## src/rtl/muldiv_sequencer.sv

```systemverilog
// Iterative 32-bit multiply/divide unit with HI/LO registers.
// Shift-add multiply, restoring divide, sign fix-up in a final cycle.
module muldiv_sequencer #(
    parameter int WIDTH = 32,
    parameter int ITER  = 32
) (
    input  logic             clk,
    input  logic             reset,
    input  logic             start,
    input  logic [1:0]       op,
    input  logic [WIDTH-1:0] operand_a,
    input  logic [WIDTH-1:0] operand_b,
    input  logic             flush,
    input  logic             hilo_read,
    output logic             busy,
    output logic             pause,
    output logic             done,
    output logic             div_by_zero,
    output logic [WIDTH-1:0] hi,
    output logic [WIDTH-1:0] lo
);

    localparam int CW = $clog2(ITER);
    localparam logic [CW-1:0] LAST = CW'(ITER - 1);

    typedef enum logic [1:0] {IDLE, CALC, FIX} state_t;

    state_t             state, state_nx;
    logic [1:0]         op_q;
    logic               neg_a, neg_b;
    logic [WIDTH-1:0]   mag_a, mag_b, orig_a;
    logic [2*WIDTH-1:0] acc;
    logic [CW-1:0]      count;

    logic               accept;
    logic [WIDTH-1:0]   abs_a, abs_b;
    logic [WIDTH:0]     mul_sum;
    logic [WIDTH:0]     div_shift;
    logic               div_ok;
    logic [WIDTH-1:0]   rem_nx;
    logic [2*WIDTH-1:0] prod;
    logic [WIDTH-1:0]   quo, rem;
    logic [WIDTH-1:0]   res_hi, res_lo;

    assign busy   = (state != IDLE);
    assign pause  = hilo_read & (busy | start);
    assign accept = (state == IDLE) & start & ~flush;

    // Signed ops work on magnitudes; the signs are restored in FIX.
    always_comb begin
        abs_a = operand_a;
        abs_b = operand_b;
        if (!op[0] && operand_a[WIDTH-1]) abs_a = -operand_a;
        if (!op[0] && operand_b[WIDTH-1]) abs_b = -operand_b;
    end

    // One iteration of multiply or divide, plus the final fix-up values.
    always_comb begin
        mul_sum   = {1'b0, acc[2*WIDTH-1:WIDTH]}
                  + (mag_b[0] ? {1'b0, mag_a} : '0);
        div_shift = {acc[2*WIDTH-1:WIDTH], mag_a[WIDTH-1]};
        div_ok    = (div_shift >= {1'b0, mag_b});
        rem_nx    = div_shift[WIDTH-1:0];
        if (div_ok) rem_nx = div_shift[WIDTH-1:0] - mag_b;

        prod = acc;
        if (!op_q[0] && (neg_a ^ neg_b)) prod = -acc;
        quo = acc[WIDTH-1:0];
        rem = acc[2*WIDTH-1:WIDTH];
        if (!op_q[0] && (neg_a ^ neg_b)) quo = -acc[WIDTH-1:0];
        if (!op_q[0] && neg_a) rem = -acc[2*WIDTH-1:WIDTH];

        res_hi = prod[2*WIDTH-1:WIDTH];
        res_lo = prod[WIDTH-1:0];
        if (op_q[1]) begin
            res_hi = rem;
            res_lo = quo;
            if (div_by_zero) begin
                res_hi = orig_a;
                res_lo = '1;
            end
        end
    end

    // Next-state logic; flush always wins over progress.
    always_comb begin
        state_nx = state;
        unique case (state)
            IDLE: if (accept) state_nx = CALC;
            CALC: begin
                if (flush) state_nx = IDLE;
                else if (count == LAST) state_nx = FIX;
            end
            FIX:  state_nx = IDLE;
            default: state_nx = IDLE;
        endcase
    end

    // State, operand, accumulator and HI/LO registers.
    always_ff @(posedge clk or negedge reset) begin
        if (!reset) begin
            state       <= IDLE;
            op_q        <= '0;
            neg_a       <= 1'b0;
            neg_b       <= 1'b0;
            mag_a       <= '0;
            mag_b       <= '0;
            orig_a      <= '0;
            acc         <= '0;
            count       <= '0;
            hi          <= '0;
            lo          <= '0;
            done        <= 1'b0;
            div_by_zero <= 1'b0;
        end else begin
            state <= state_nx;
            done  <= 1'b0;
            unique case (state)
                IDLE: begin
                    if (accept) begin
                        op_q        <= op;
                        neg_a       <= operand_a[WIDTH-1];
                        neg_b       <= operand_b[WIDTH-1];
                        mag_a       <= abs_a;
                        mag_b       <= abs_b;
                        orig_a      <= operand_a;
                        div_by_zero <= op[1] & (operand_b == '0);
                        acc         <= '0;
                        count       <= '0;
                    end
                end
                CALC: begin
                    if (!flush) begin
                        count <= count + 1'b1;
                        if (op_q[1]) begin
                            acc   <= {rem_nx, acc[WIDTH-2:0], div_ok};
                            mag_a <= mag_a << 1;
                        end else begin
                            acc   <= {mul_sum, acc[WIDTH-1:1]};
                            mag_b <= mag_b >> 1;
                        end
                    end
                end
                FIX: begin
                    if (!flush) begin
                        hi   <= res_hi;
                        lo   <= res_lo;
                        done <= 1'b1;
                    end
                end
                default: ;
            endcase
        end
    end

endmodule

```

## config.mk

```make
export PLATFORM = sky130hd
export DESIGN_NAME = muldiv_sequencer
export DESIGN_NICKNAME = d
export VERILOG_FILES = /design/src/rtl/muldiv_sequencer.sv
export SDC_FILE = /design/constraint.sdc
export NUM_CORES = 1
export LEC_CHECK = 0
export CORE_MARGIN = 3
export CORE_UTILIZATION = 56
export CTS_CLUSTER_SIZE = 25
export DETAILED_ROUTE_END_ITERATION = 10
export GPL_TIMING_DRIVEN = 1
export PLACE_DENSITY = 0.77
export SYNTH_ARGS = -nofsm -noshare
export SYNTH_HDL_FRONTEND = slang
export SYNTH_SLANG_ARGS = --single-unit
export TNS_END_PERCENT = 1
```

## constraint.sdc

```tcl
create_clock -name clk -period 4.25 [get_ports clk]
set_clock_uncertainty 0.1 [all_clocks]
set_input_delay 0.6375 -clock clk [delete_from_list [all_inputs] [get_ports clk]]
set_output_delay 0.6375 -clock clk [all_outputs]
set_load 0.05 [all_outputs]
```

## After elaboration in Yosys (flattened, before gate mapping)

Cells that the tools add are included.

| word-level totals | value |
|---|---|
| register bits | 237 |
| output and inout port bits | 68 |
| word-level logic and storage cells | 85 |

| operators by class | value |
|---|---|
| add/sub/neg operators | 8 |
| magnitude comparators | 1 |
| equality and inequality tests | 8 |
| muxes and demuxes | 32 |
| bitwise operators | 7 |
| reduce and logical (&&, ||, !) cells | 16 |

Operator list:

| cell | number |
|---|---|
| $mux W32 | 16 |
| $mux W64 | 4 |
| $neg A32 Y32 | 4 |
| $pmux W32 S2 | 2 |
| $pmux W64 S2 | 1 |
| $neg A64 Y64 | 1 |
| $add A32 B32 Y33 | 1 |
| $ge A33 B32 Y1 | 1 |
| $logic_not A32 Y1 | 1 |
| $sub A32 B32 Y32 | 1 |
| $mux W5 | 2 |
| $pmux W5 S2 | 1 |
| $ne A2 B2 Y1 const B | 4 |
| $reduce_and A4 Y1 | 2 |
| $mux W2 | 3 |
| $reduce_and A2 Y1 | 3 |
| $add A5 B1 Y5 const B | 1 |
| $eq A5 B5 Y1 const B | 1 |
| $and A1 B1 Y1 | 4 |
| $logic_and A1 B1 Y1 | 4 |
| $pmux W2 S2 | 1 |
| $reduce_bool A2 Y1 | 2 |
| $ne A3 B3 Y1 const B | 1 |
| $reduce_and A3 Y1 | 1 |
| other kinds (8) | 10 |

## Logic depth before layout (Yosys ltp)

| depth | value |
|---|---|
| depth after elaboration | 5 |
| depth in mapped cells | 14 |
| depth with buffers taken out | 13 |

## Least setup slack after synthesis

Ideal clock, no wire load.

| timing | value |
|---|---|
| kind | register -> register |
| start point | register mag_b[0] |
| end point | register acc[59] |
| library setup time | 0.094 ns |
| arrival time | 3.081 ns |
| data required time | 4.056 ns |
| setup slack | 0.975 ns |
| stages on the path, launching flop included | 15 |
| path buffers | 1 |
| clock period less this slack | 3.275 ns |
| path through | dfrtp_1 -> clkbuf_1 -> and2_1 -> ha_1 -> inv_1 -> fa_1 -> nand2b_1 -> a21oi_1 -> o21ai_0 -> a21oi_1 -> a41oi_1 -> o31ai_1 -> xor2_1 -> o21ai_0 -> a211oi_1 |

| between the ends | value |
|---|---|
| word-level cells in the longest chain between the ends | 5 |

RTL lines:

| item | RTL line | RTL |
|---|---|---|
| from (decl) | 31 | `logic [WIDTH-1:0] mag_a, mag_b, orig_a;` |
| from (signal assigned) | 125 | `mag_b <= abs_b;` |
| from (signal assigned) | 140 | `mag_b <= mag_b >> 1;` |
| $mux W32, or another cell as far along | 60 | `+ (mag_b[0] ? {1'b0, mag_a} : '0);` |
| $add A32 B32 Y33 or $mux W32 (tied branches) | 60, 64 |  |
| $mux W64 * | 135 | `if (op_q[1]) begin` |
| $mux W64 * | 133 | `if (!flush) begin` |
| $pmux W64 S2 * | 118 | `unique case (state)` |
| to (signal assigned) | 136 | `acc <= {rem_nx, acc[WIDTH-2:0], div_ok};` |
| to (signal assigned) | 139 | `acc <= {mul_sum, acc[WIDTH-1:1]};` |
| to (decl) | 32 | `logic [2*WIDTH-1:0] acc;` |

Mark *: on every way between the ends. The rest lies on a longest branch, timed or not. The select of a mux whose other input is x is not followed.
A chain may end at the register's enable or synchronous reset.

## Worst setup path in the final report

| timing | value |
|---|---|
| start point | register acc[38] |
| end point | register acc[63] |

| between the ends | value |
|---|---|
| word-level cells in the longest chain between the ends | 5 |

RTL lines:

| item | RTL line | RTL |
|---|---|---|
| $sub A32 B32 Y32 or $ge A33 B32 Y1 (tied branches) | 64, 62 |  |
| $mux W32 | 64 | `if (div_ok) rem_nx = div_shift[WIDTH-1:0] - mag_b;` |
| $mux W64 * | 135 |  |
| $mux W64 * | 133 |  |
| $pmux W64 S2 * | 118 |  |

Marks and branches as above.

==> impl_metrics.env <==
export IMPL_hold_buffers=0
export IMPL_synth_top_area_share_pct=33.5
export IMPL_start_util_pct=57.3
export IMPL_ys_ff_latch=236
export IMPL_yosys_area_share_simple_pct=20.5
export IMPL_grt_pass1_vias=16100
export IMPL_pwr_share_clk_pct=21.6
export IMPL_p_int_mw=6.87
export IMPL_leakage_nw=9.01
export IMPL_syn_area_per_cell_sq_um=7.97
export IMPL_max_cap_violations=0
export IMPL_critPathRequiredTime_ns=4.52
export IMPL_diodes=0
export IMPL_crit_fanout=40
export IMPL_globalRouteTotalUtil_pct=31.2
export IMPL_insertion_delay_ns=0.56
export IMPL_place_area_sq_mm=0.0194
export IMPL_ys_types=79
export IMPL_worst_slew_pin_slew_ns=1.20
export IMPL_synth_mux_area_share_pct=3.32
export IMPL_dp_cells=2632
export IMPL_synth_area_leader_cell="dfrtp_1"
export IMPL_timing_final_crit_share_pct=91.5
export IMPL_grt_pass1_wl_mm=85.7
export IMPL_cts_root_buf="clkbuf_16"
export IMPL_synth_most_common_cell="nand2_1"
export IMPL_synth_fa_ha_area_share_pct=5.26
export IMPL_synthTopCellsByCount="nand2_1, dfrtp_1, a21oi_1"
export IMPL_dpl_hpwl_mm=39.3
export IMPL_drtAntennaViolNets=0
export IMPL_gp_congestion=0.994
export IMPL_cts_root_to_sink_buffers=3
export IMPL_arrival_ns=4.16
export IMPL_numCtsBuffers=28
export IMPL_clock_sinks=236
export IMPL_outcome="complete, no violations"
export IMPL_htree_levels=1
export IMPL_die_h_um=184
export IMPL_maxSlewViolCount=0
export IMPL_rsz0062_at_grt="no"
export IMPL_report_final_setup_viol=0
export IMPL_finalHoldViolCount=0
export IMPL_synth_xor_xnor_area_share_pct=9.12
export IMPL_p_sw_mw=5.51
export IMPL_drive_gt1_share_pct=6.21
export IMPL_final_cell_area_sq_mm=0.0204
export IMPL_synth_top_family_by_area="compound AO/OA/AOI/OAI gates"
export IMPL_path_class="reg2reg"
export IMPL_antenna_found_initial=0
export IMPL_coreArea_sq_mm=0.0308
export IMPL_routed_wl_mm=53.4
export IMPL_max_freq_ghz=0.257
export IMPL_yosysWarnings=0
export IMPL_grtUsageMet1_pct=42.2
export IMPL_grtUsageMet3_pct=5.54
export IMPL_fin_nets=2410
export IMPL_async_reset_ff_share_pct=100
export IMPL_wl_per_cell_um=19.9
export IMPL_synth_compound_area_share_pct=23.4
export IMPL_synth_area_sq_mm=0.0177
export IMPL_cp_end_kind="flip-flop"
export IMPL_grt_ovfl_total=0
export IMPL_max_slew_margin_pct=20.2
export IMPL_num_rows=64
export IMPL_dieArea_sq_mm=0.0337
export IMPL_synth_main_ff_cell="dfrtp_1"
export IMPL_startpoint_type="flip-flop"
export IMPL_vias_per_cell=6.25
export IMPL_ios=139
export IMPL_cts_tree="built"
export IMPL_hold_class="in2async"
export IMPL_postCtsSetupBuffers=0
export IMPL_drt_iter0_markers=1280
export IMPL_fin_crit_ns=3.89
export IMPL_io_buffers=138
export IMPL_finalSetupTns_ns=0
export IMPL_ctsResizeCount=0
export IMPL_grt_max_degree=90
export IMPL_route_vias_total=16800
export IMPL_seqPwrFrac_pct=25.7
export IMPL_peakVddDrop_mv=0.395
export IMPL_route_detailed_drc=0
export IMPL_worst_hold_slack_ns=0.0111
export IMPL_p_sw_share_pct=44.5
export IMPL_synth_edff_count=0
export IMPL_die_w_um=184
export IMPL_top_usage_layer="met2"
export IMPL_synthesis_instances=2215
export IMPL_fin_cells=2684
export IMPL_syn_nets=2359
export IMPL_clk_pin_slew_ns=0.06
export IMPL_drt_pass1_iter_count=5
export IMPL_powerDensity_mw_per_mm2=608
export IMPL_ys_seq_area_share_pct=33.5
export IMPL_p_comb_share_pct=52.7
export IMPL_synth_area_leaders="dfrtp_1, nand2_1, a21oi_1"
export IMPL_grt_met2_usage_pct=51.7
export IMPL_syn_to_final_growth_pct=15.5
[placed cells by master, fill, tap and decap left out, types with 7 or more instances in the layout]
| cell | count |
|---|---|
| buf_4 | 50 |
| or3_1 | 22 |
| a211oi_1 | 18 |
| dfrtp_1 | 235 |
| clkdlybuf4s50_1 | 137 |
| o21a_1 | 10 |
| nand3_1 | 37 |
| o211ai_1 | 39 |
| o31ai_1 | 50 |
| a31oi_1 | 27 |
| o21ai_0 | 173 |
| a22oi_1 | 11 |
| nand4_1 | 15 |
| nand2_1 | 335 |
| a21o_1 | 34 |
| clkbuf_16 | 29 |
| o221ai_1 | 21 |
| or4_1 | 13 |
| ha_1 | 71 |
| o21ai_1 | 25 |
| and4_1 | 7 |
| nor3_1 | 40 |
| nand2b_1 | 26 |
| a21oi_1 | 194 |
| and2_1 | 33 |
| inv_1 | 61 |
| nor4_1 | 18 |
| nor2b_1 | 10 |
| xnor2_1 | 85 |
| nor2_1 | 160 |
| mux2i_1 | 54 |
| xor2_1 | 95 |
[area by class of cell]
class | instances | area [sq um]
inverters | 62 | 233
clock buffers | 36 | 782
clock inverters | 16 | 244
repair buffers | 189 | 1780
flip-flops and latches | 236 | 5910
multi-input cells | 1749 | 10900
well taps | 396 | 495
fillers | 2623 | 10400
[stage by stage]
step           util (%)  worst slack [ns]  total power [mW]
2_1_floorplan         -             0.975              7.80
3_3_place_gp       62.8             0.523              9.49
3_5_place_dp       62.8             0.450              9.59
4_1_cts            66.1             0.427              12.3
5_1_grt            66.1             0.130              13.2
6_report           66.1             0.359              12.4
[cells by family after synthesis]
logic type,Yosys count
AND/OR/NAND/NOR,765
AO/OA/AOI/OAI,671
flip-flops,236
buffers and inverters,230
XOR/XNOR,182
adder cells (fa/ha/maj),73
multiplexers,58
[final timing paths]
path,start,endpoint,slack [ns],cells after the start
worst max-delay path,acc[38]$_DFFE_PN0P_,acc[63]$_DFFE_PN0P_,0.36,11
worst min-delay path,reset,mag_b[5]$_DFFE_PN0P_,0.01,1
worst max register to register,acc[38]$_DFFE_PN0P_,acc[63]$_DFFE_PN0P_,0.36,11
worst min register to register,orig_a[25]$_DFFE_PN0P_,orig_a[25]$_DFFE_PN0P_,0.36,2
max in group asynchronous,reset,lo[24]$_DFFE_PN0P_,3.01,2
min in group clk,orig_a[25]$_DFFE_PN0P_,orig_a[25]$_DFFE_PN0P_,0.36,2
[worst max-delay path, stage by stage (launching register included)]
cell,delay [ns]
dfrtp_1,0.59
ha_1,0.37
nand2_1,0.09
o21ai_0,0.14
a31o_2,0.30
o2111ai_1,0.41
a211oi_1,0.21
nor2_4,0.76
buf_4,0.31
nor2_1,0.06
a221oi_1,0.29
a211oi_1,0.08
[power by group through the flow]
stage | Sequential [mW] | Combinational [mW] | Clock, mW
global route | 3.23 | 7.21 | 2.80
CTS | 3.17 | 6.44 | 2.71
finish | 3.18 | 6.52 | 2.68
floorplan | 2.93 | 4.86 | 0
global placement | 3.19 | 6.30 | 0
detailed placement | 3.21 | 6.38 | 0
[flip-flops by register name, summed over array words and instances, names as in the netlist]
register	cells
state	2
orig_a	31
neg_a	1
done	1
hi	32
mag_a	32
op_q	2
lo	32
count	5
neg_b	1
div_by_zero	1
acc	64
mag_b	32
[per-layer routing]
metal / wire length [um] / up-vias
met5: 0 / -
met3: 4070 / 123
li1: - / 7970
met1: 22500 / 8078
met4: 1760 / 0
met2: 25100 / 609
Power figures use the tool's default switching activity.
